$ cat src/rtl/pipe_ctrl_pkg.sv
// rtl/pipe_ctrl_pkg.sv - shared widths, stall encodings and FSM state encodings for pipe_ctrl
//
// Purpose: single home for the controller's text macros and its state type.
//   ADDR_WIDTH        default PC / vector width
//   STOP / NOSTOP     per-stage hold bit values in stall_o
//   STALL_*           the four stall_o patterns (bit 0 = pc .. bit 5 = wb)
//   ST_*              FSM state encodings
// Ports: none (package).
`ifndef PIPE_CTRL_DEFINES
`define PIPE_CTRL_DEFINES
`define ADDR_WIDTH 32
`define STOP       1'b1
`define NOSTOP     1'b0
`define STALL_NONE 6'b000000
`define STALL_ID   6'b000111
`define STALL_EX   6'b001111
`define STALL_MEM  6'b011111
`define ST_IDLE    2'b00
`define ST_DRAIN   2'b01
`define ST_TRAP    2'b10
`define ST_ISR     2'b11
`endif

package pipe_ctrl_pkg;

  typedef enum logic [1:0] {
    IDLE  = `ST_IDLE,
    DRAIN = `ST_DRAIN,
    TRAP  = `ST_TRAP,
    ISR   = `ST_ISR
  } state_t;

  // Highest stalled stage wins; every stage upstream of it is held as well.
  function automatic logic [5:0] stall_code(input logic id, input logic ex, input logic mem);
    if (mem)     return `STALL_MEM;
    else if (ex) return `STALL_EX;
    else if (id) return `STALL_ID;
    else         return `STALL_NONE;
  endfunction

endpackage

$ cat src/rtl/pipe_ctrl_sync_2ff.sv
// rtl/pipe_ctrl_sync_2ff.sv - 1-bit two-flop synchronizer with async reset to 0
//
// Ports:
//   clk  in  destination clock
//   rst  in  asynchronous active-high reset, clears both flops
//   d    in  asynchronous input
//   q    out synchronized output, two clk edges behind d
module sync_2ff (
  input  logic clk,
  input  logic rst,
  input  logic d,
  output logic q
);

  logic meta;

  always_ff @(posedge clk or posedge rst) begin
    if (rst) begin
      meta <= 1'b0;
      q    <= 1'b0;
    end else begin
      meta <= d;
      q    <= meta;
    end
  end

endmodule

$ cat src/rtl/pipe_ctrl.sv
// rtl/pipe_ctrl.sv - pipeline stall/flush controller with single-level interrupt entry and MRET return
//
// Configuration macro: PIPE_CTRL_IRQ_SYNC_EN
//   defined   : irq_i passes through sync_2ff (two extra cycles before IDLE->DRAIN)
//   undefined : irq_i used directly and must be clk_i-synchronous
//
// Ports:
//   clk_i, rst_i                        clock, asynchronous active-high reset
//   stallreq_id_i/ex_i/mem_i            stage stall requests
//   jump_req_i, jump_addr_i             EX-resolved taken branch and its target
//   irq_i, irq_en_i                     level interrupt and global enable
//   ex_valid_i, ex_pc_i                 EX holds a real instruction, and its PC
//   mret_i, mtvec_i                     MRET in EX, trap vector
//   stall_o                             per-stage hold, [0]=pc .. [5]=wb
//   flush_jump_o, flush_interrupt_o     redirect strobes (mutually exclusive)
//   new_pc_o                            redirect target, 0 when no flush
//   mepc_o, in_isr_o, irq_ack_o         saved return PC, handler active, trap acknowledge
import pipe_ctrl_pkg::*;

module pipe_ctrl #(
  parameter int ADDR_W = `ADDR_WIDTH
) (
  input  logic              clk_i,
  input  logic              rst_i,
  input  logic              stallreq_id_i,
  input  logic              stallreq_ex_i,
  input  logic              stallreq_mem_i,
  input  logic              jump_req_i,
  input  logic [ADDR_W-1:0] jump_addr_i,
  input  logic              irq_i,
  input  logic              irq_en_i,
  input  logic              ex_valid_i,
  input  logic [ADDR_W-1:0] ex_pc_i,
  input  logic              mret_i,
  input  logic [ADDR_W-1:0] mtvec_i,
  output logic [5:0]        stall_o,
  output logic              flush_jump_o,
  output logic              flush_interrupt_o,
  output logic [ADDR_W-1:0] new_pc_o,
  output logic [ADDR_W-1:0] mepc_o,
  output logic              in_isr_o,
  output logic              irq_ack_o
);

  state_t            state, state_nxt;
  logic              irq_s;
  logic              mepc_we;
  logic [ADDR_W-1:0] mepc_nxt;
  logic              jump_ok;

`ifdef PIPE_CTRL_IRQ_SYNC_EN
  sync_2ff u_irq_sync (
    .clk (clk_i),
    .rst (rst_i),
    .d   (irq_i),
    .q   (irq_s)
  );
`else
  assign irq_s = irq_i;
`endif

  // A jump is only released once the stages that would execute the redirect
  // (EX and MEM) are moving; an ID stall does not block it.
  assign jump_ok = jump_req_i & ~stallreq_ex_i & ~stallreq_mem_i;

  always_ff @(posedge clk_i or posedge rst_i) begin
    if (rst_i) begin
      state  <= IDLE;
      mepc_o <= '0;
    end else begin
      state <= state_nxt;
      if (mepc_we) mepc_o <= mepc_nxt;
    end
  end

  always_comb begin
    state_nxt         = state;
    stall_o           = stall_code(stallreq_id_i, stallreq_ex_i, stallreq_mem_i);
    flush_jump_o      = 1'b0;
    flush_interrupt_o = 1'b0;
    new_pc_o          = '0;
    in_isr_o          = 1'b0;
    irq_ack_o         = 1'b0;
    mepc_we           = 1'b0;
    // A jump resolving on the trap edge is the next instruction to run, so it
    // becomes the return address instead of being flushed.
    mepc_nxt          = jump_req_i ? jump_addr_i : ex_pc_i;

    case (state)
      IDLE: begin
        if (irq_s && irq_en_i) state_nxt = DRAIN;
        if (jump_ok) begin
          flush_jump_o = 1'b1;
          new_pc_o     = jump_addr_i;
        end
      end
      DRAIN: begin
        // Trap only once MEM is free and there is a precise PC to return to.
        if (!stallreq_mem_i && (ex_valid_i || jump_req_i)) begin
          state_nxt = TRAP;
          mepc_we   = 1'b1;
        end else if (jump_ok) begin
          flush_jump_o = 1'b1;
          new_pc_o     = jump_addr_i;
        end
      end
      TRAP: begin
        stall_o           = `STALL_NONE;
        flush_interrupt_o = 1'b1;
        new_pc_o          = mtvec_i;
        irq_ack_o         = 1'b1;
        state_nxt         = ISR;
      end
      ISR: begin
        in_isr_o = 1'b1;
        // irq_s is deliberately not looked at here: no nesting.
        if (mret_i) begin
          if (!stallreq_mem_i && !stallreq_ex_i) begin
            flush_jump_o = 1'b1;
            new_pc_o     = mepc_o;
            state_nxt    = IDLE;
          end
        end else if (jump_ok) begin
          flush_jump_o = 1'b1;
          new_pc_o     = jump_addr_i;
        end
      end
      default: state_nxt = IDLE;
    endcase
  end

endmodule

$ cat config.mk
export PLATFORM = sky130hd
export DESIGN_NAME = pipe_ctrl
export DESIGN_NICKNAME = d
export VERILOG_FILES = /design/src/rtl/pipe_ctrl_pkg.sv /design/src/rtl/pipe_ctrl_sync_2ff.sv /design/src/rtl/pipe_ctrl.sv
export SDC_FILE = /design/constraint.sdc
export NUM_CORES = 1
export LEC_CHECK = 0
export ABC_AREA = 1
export CORE_MARGIN = 2
export CORE_UTILIZATION = 40
export CTS_CLUSTER_SIZE = 40
export DETAILED_ROUTE_END_ITERATION = 8
export DONT_BUFFER_PORTS = 1
export PLACE_DENSITY = 0.57
export SLEW_MARGIN = 15
export SYNTH_ARGS = -nofsm -noshare
export SYNTH_HDL_FRONTEND = slang
export SYNTH_HIERARCHICAL = 1
export SYNTH_SLANG_ARGS = --single-unit
export TNS_END_PERCENT = 20
$ cat constraint.sdc
create_clock -name clk_i -period 2.77 [get_ports clk_i]
set_clock_uncertainty 0.2 [all_clocks]
set_input_delay 0.4155 -clock clk_i [delete_from_list [all_inputs] [get_ports clk_i]]
set_output_delay 0.4155 -clock clk_i [all_outputs]
set_load 0.02 [all_outputs]
# Word level (Yosys, flattened, before mapping)
# Cells that the tools add are included.
# totals
mem_bits_rw	0
register_bits	34
latch_bits	0
output_inout_bits	74
rom_bits	0
mem_count	0
# op_classes
n_reduce_logical	8
n_eq_ne	7
n_addsub	0
n_bitwise	4
multipliers	0
n_mux	24
div	0
n_lt_le_gt_ge	0
shifts	0
# op_table
operator	n
two-way mux 32 bit	5
one-hot mux 32 bit (4 select lines)	1
two-way mux 1 bit	8
two-way mux 2 bit	4
!= test 2 bit, second input constant	4
one-hot mux 2 bit (4 select lines)	1
two-way mux 6 bit	1
two-way mux 5 bit	1
== test 2 bit, second input constant	2
two-way mux 4 bit	1
AND reduction 4 bit	1
logical AND 1 bit	3
two-way mux 3 bit	1
one-hot mux 1 bit (3 select lines)	1
AND 1 bit	2
== test 2 x 1 -> 1 bit, second input constant	1
zero test 1 bit	2
zero test 2 bit	1
NOT 1 bit	2
logical OR 1 bit	1

# Logic depth before layout (Yosys ltp)
# logic_depth
ltp_word	6
mapped_depth	8
depth_no_buf	7

# Worst setup path before layout
# No wires, ideal clock.
# synth_path
path_type	flip-flop to output port
from	reg state[0]
to	out stall_o[1]
path_stages_with_launch	7
n_path_buf	3
slack_ns	0.361
t_required_ns	2.155
t_arrival_ns	1.793
cell_sequence	dfrtp_1 inv_1 ha_1 buf_2 clkbuf_1 a21oi_1 buf_4
# synth_via
elab_chain_cells	2
# synth_lines
element	line_no	source
start: declaration	pipe_ctrl.sv:45	state_t state, state_nxt;
start signal: assignment	pipe_ctrl.sv:71	state <= state_nxt;
== test 2 bit	pipe_ctrl.sv:89	case (state)
two-way mux 6 bit	pipe_ctrl.sv:89	
end: declaration	pipe_ctrl.sv:36	output logic [5:0] stall_o,
# No other way between the ends.

# Worst setup path in the final report
# layout_path
from	reg state[1]
to	out new_pc_o[1]
# layout_via
elab_chain_cells	2
word_cells_on_any_way	5
classes_between	eq/ne (3); mux (1); reduce/logical (1)
# layout_lines
element	line_no	source
== test 2 bit (tied with other cells)	pipe_ctrl.sv:89	
one-hot mux 32 bit (4 select lines) *	pipe_ctrl.sv:89	
end: declaration	pipe_ctrl.sv:39	output logic [ADDR_W-1:0] new_pc_o,
# Every way passes the cells marked *; elsewhere a longest branch is shown, timed or not.

==> results.toml <==
[detailed_routing]
wirelength_um = 8400
postRouteAntennaNets = 0
viasPerCell = 5.44
dr.pass1.iters = 4
wl_per_cell_um = 16.1
drc_errors = 0
drt_iter0_drc = 137
vias = 2843

[placed_design]
place_hpwl_um = 6030
gp_congestion = 0.736
io_buffers = 0

[yosys]
yosys_register_bits = 34
synth-edff-count = 0
syn-cell-area_mm2 = 0.00275
ys_seq_area_share_pct = 31.0
async_flop_share_pct = 100
synthFlopType = "dfrtp_1"
synth_cells = 452
yosys.cell_types.count = 23
avgSynthCellArea_um2 = 6.08
ys_warn_count = 6
synth_fp_nets = 563

[timing]
maxSlewViolCount = 0
final.setup.tns_ns = 0
fmax_mhz = 394
setup_viol = 0
rsz0062_at_grt = "no"
finalCritPeriodShare_pct = 91.6
final-hold-violation-count = 0
period_needed_ns = 2.54

[critical_path]
r2r-start = "state[1]"
cp-start-kind = "flop"
cp.arrival_ns = 1.92
worst_r2r_path_depth = 7
worst_path_max_delay_cell = "dfrtp_1"
r2r_setup_slack_ns = 1.04
cp_num_buf_inv = 2
cpPeakStageDelay_ns = 0.43
worstPathCellList = "ha_2 > inv_1 > or2_1 > nand3_2 > buf_4 > nand3_1 > nand2_1"
timing.rr.end = "mepc_o[12]"
critPathCaptureType = "primary output"
crit_fanout = 15
cp.required_ns = 2.15
crit_family = "simple AND/OR/NAND/NOR gates"
critPathKind = "flop to primary output"

[layout]
fin_nets = 553
fin_util_pct = 43.1
area_delta_synth_final_pct = 5.33
antenna_cells = 0
multi_input_area_mm2 = 0.00158
n_fill_cell = 759
regArea_um2 = 851
drive_gt1_share_pct = 7.00
layout_common_cells = "nand2_1 (219), nand3_1 (44), o21ai_0 (39), inv_1 (35), dfrtp_1 (34)"
layout_commonest_cell = "nand2_1"

[clocking]
htree_levels = 2
cts-root-buf = "clkbuf_8"
worstSkewPairLatency_ns = 0.28
clkSlewWorstSetupHoldPaths_ns = 0.07
clk_path_buf_depth = 2
cts_buffers = 5
cts_tree = "yes"
clkSinkCount = 34

[power]
p_seq_share_pct = 39.9
vdd.ir_drop.worst_mv = 0.451
p_switching_uw = 1720
p_comb_share_pct = 47.8
swShare_pct = 55.3
clkPwrFrac_pct = 12.2
p_leak_uw = 0.00154
p_int_uw = 1390
power.density_mw_per_mm2 = 1080

[grt]
grt_pass1_wl_um = 12600
track_usage_pct = 21.4
grt_max_degree = 35
grt-ovfl-total = 0
first_global_vias = 2572
grt_antenna_before_repair = 0

[worst_hold_path]
min_path_type = "input port to flop"
hold_end = "mepc_o[25]"
holdCritStartpoint = "ex_pc_i[25]"
hold_depth = 4

[die]
pin_count = 180
die_area_mm2 = 0.00754
fp.coreArea_mm2 = 0.00672
initial_core_util_pct = 40.9
die_w_um = 86.9
row_count = 30
fp.dieH_um = 86.9

[flow_run]
cap_violations = 0

[status]
status = "finished clean"
[synth_stat cells (4+ instances only)]
master    count  area [µm²]
nand2_1     219         822
nand3_1      44         220
o21ai_0      39         195
inv_1        35         131
dfrtp_1      34         851
o21a_1       17         128
nor2_1       15        56.3
buf_2        14        70.1
clkbuf_1      8        30.0
ha_1          5        62.6
buf_4         4        30.0
buf_6         4        45.0
[routing by layer]
| metal | vias up | wire length [µm] | track usage (%) | share of wire, % |
|---|---|---|---|---|
| met3 | 5 | 630 | 4.27 | 7.5 |
| met1 | 1337 | 3590 | 27.5 | 43 |
| met2 | 122 | 4110 | 37.0 | 49 |
| li1 | 1379 | - | - | - |
| met4 | 0 | 65 | 5.11 | 0.77 |
| met5 | - | 0 | 0 | 0 |
[cell families (layout without fill, tap and decap cells)]
kind of cell	after synthesis	count (layout)	synth area share, %
AO/OA/AOI/OAI	59	59	12.4
flip-flops	34	34	31.0
other	1	1	0.137
AND/OR/NAND/NOR	284	284	42.4
buffers and inverters	69	60	11.8
adder cells (fa/ha/maj)	5	5	2.28
[worst max path at each step]
stage              from           end  cells after the start
3_5_place_dp   state[1]  new_pc_o[15]                      7
4_1_cts        state[1]  new_pc_o[15]                      7
6_report       state[1]   new_pc_o[1]                      7
5_1_grt        state[1]  new_pc_o[18]                      7
3_3_place_gp   state[0]   new_pc_o[1]                      7
2_1_floorplan  state[0]    stall_o[1]                      6
[power by group through the flow]
stage	registers, µW	logic, µW	clock network [µW]
after CTS	1250	1500	397
after detailed placement	1250	1500	0
final	1250	1490	382
after floorplan	1180	1260	0
after global routing	1280	1660	420
after global placement	1250	1470	0
[per-stage QoR]
step           setup slack [ns]  hold WS [ns]  instances  cell area (µm²)  total power [µW]
3_5_place_dp              0.431         0.234        514             2790              2750
3_3_place_gp              0.478         0.232        514             2790              2720
5_1_grt                  0.0782         0.166        523             2890              3360
2_1_floorplan             0.361         0.307        452             2750              2440
4_1_cts                   0.115         0.146        523             2890              3150
6_report                  0.234         0.146        523             2890              3120
[registers in the layout (all words and copies together) (netlist names)]
register  count
mepc_o       32
state         2
[worst register-to-register path, stage by stage, from the launching register on]
cell	delay, ns
dfrtp_1	0.43
inv_1	0.10
ha_1	0.16
inv_1	0.06
nor2_4	0.10
buf_4	0.29
o21ai_0	0.16
o21a_1	0.12
[repair_timing]
action	in CTS	in global routing
hold endpoints to repair	34	0
hold buffers	1	0
setup endpoints to repair	0	31
setup buffers	0	0
resized for setup	0	1
[area by class of cell]
class / count / area share, %
multi-input combinational: 349 / 54.8
inverter: 37 / 4.80
tap: 80 / 3.46
timing repair buffer: 15 / 4.41
clock inverter: 1 / 0.173
sequential: 34 / 29.4
clock buffer: 7 / 2.98
Note: power is estimated with default switching activity, not from simulation.
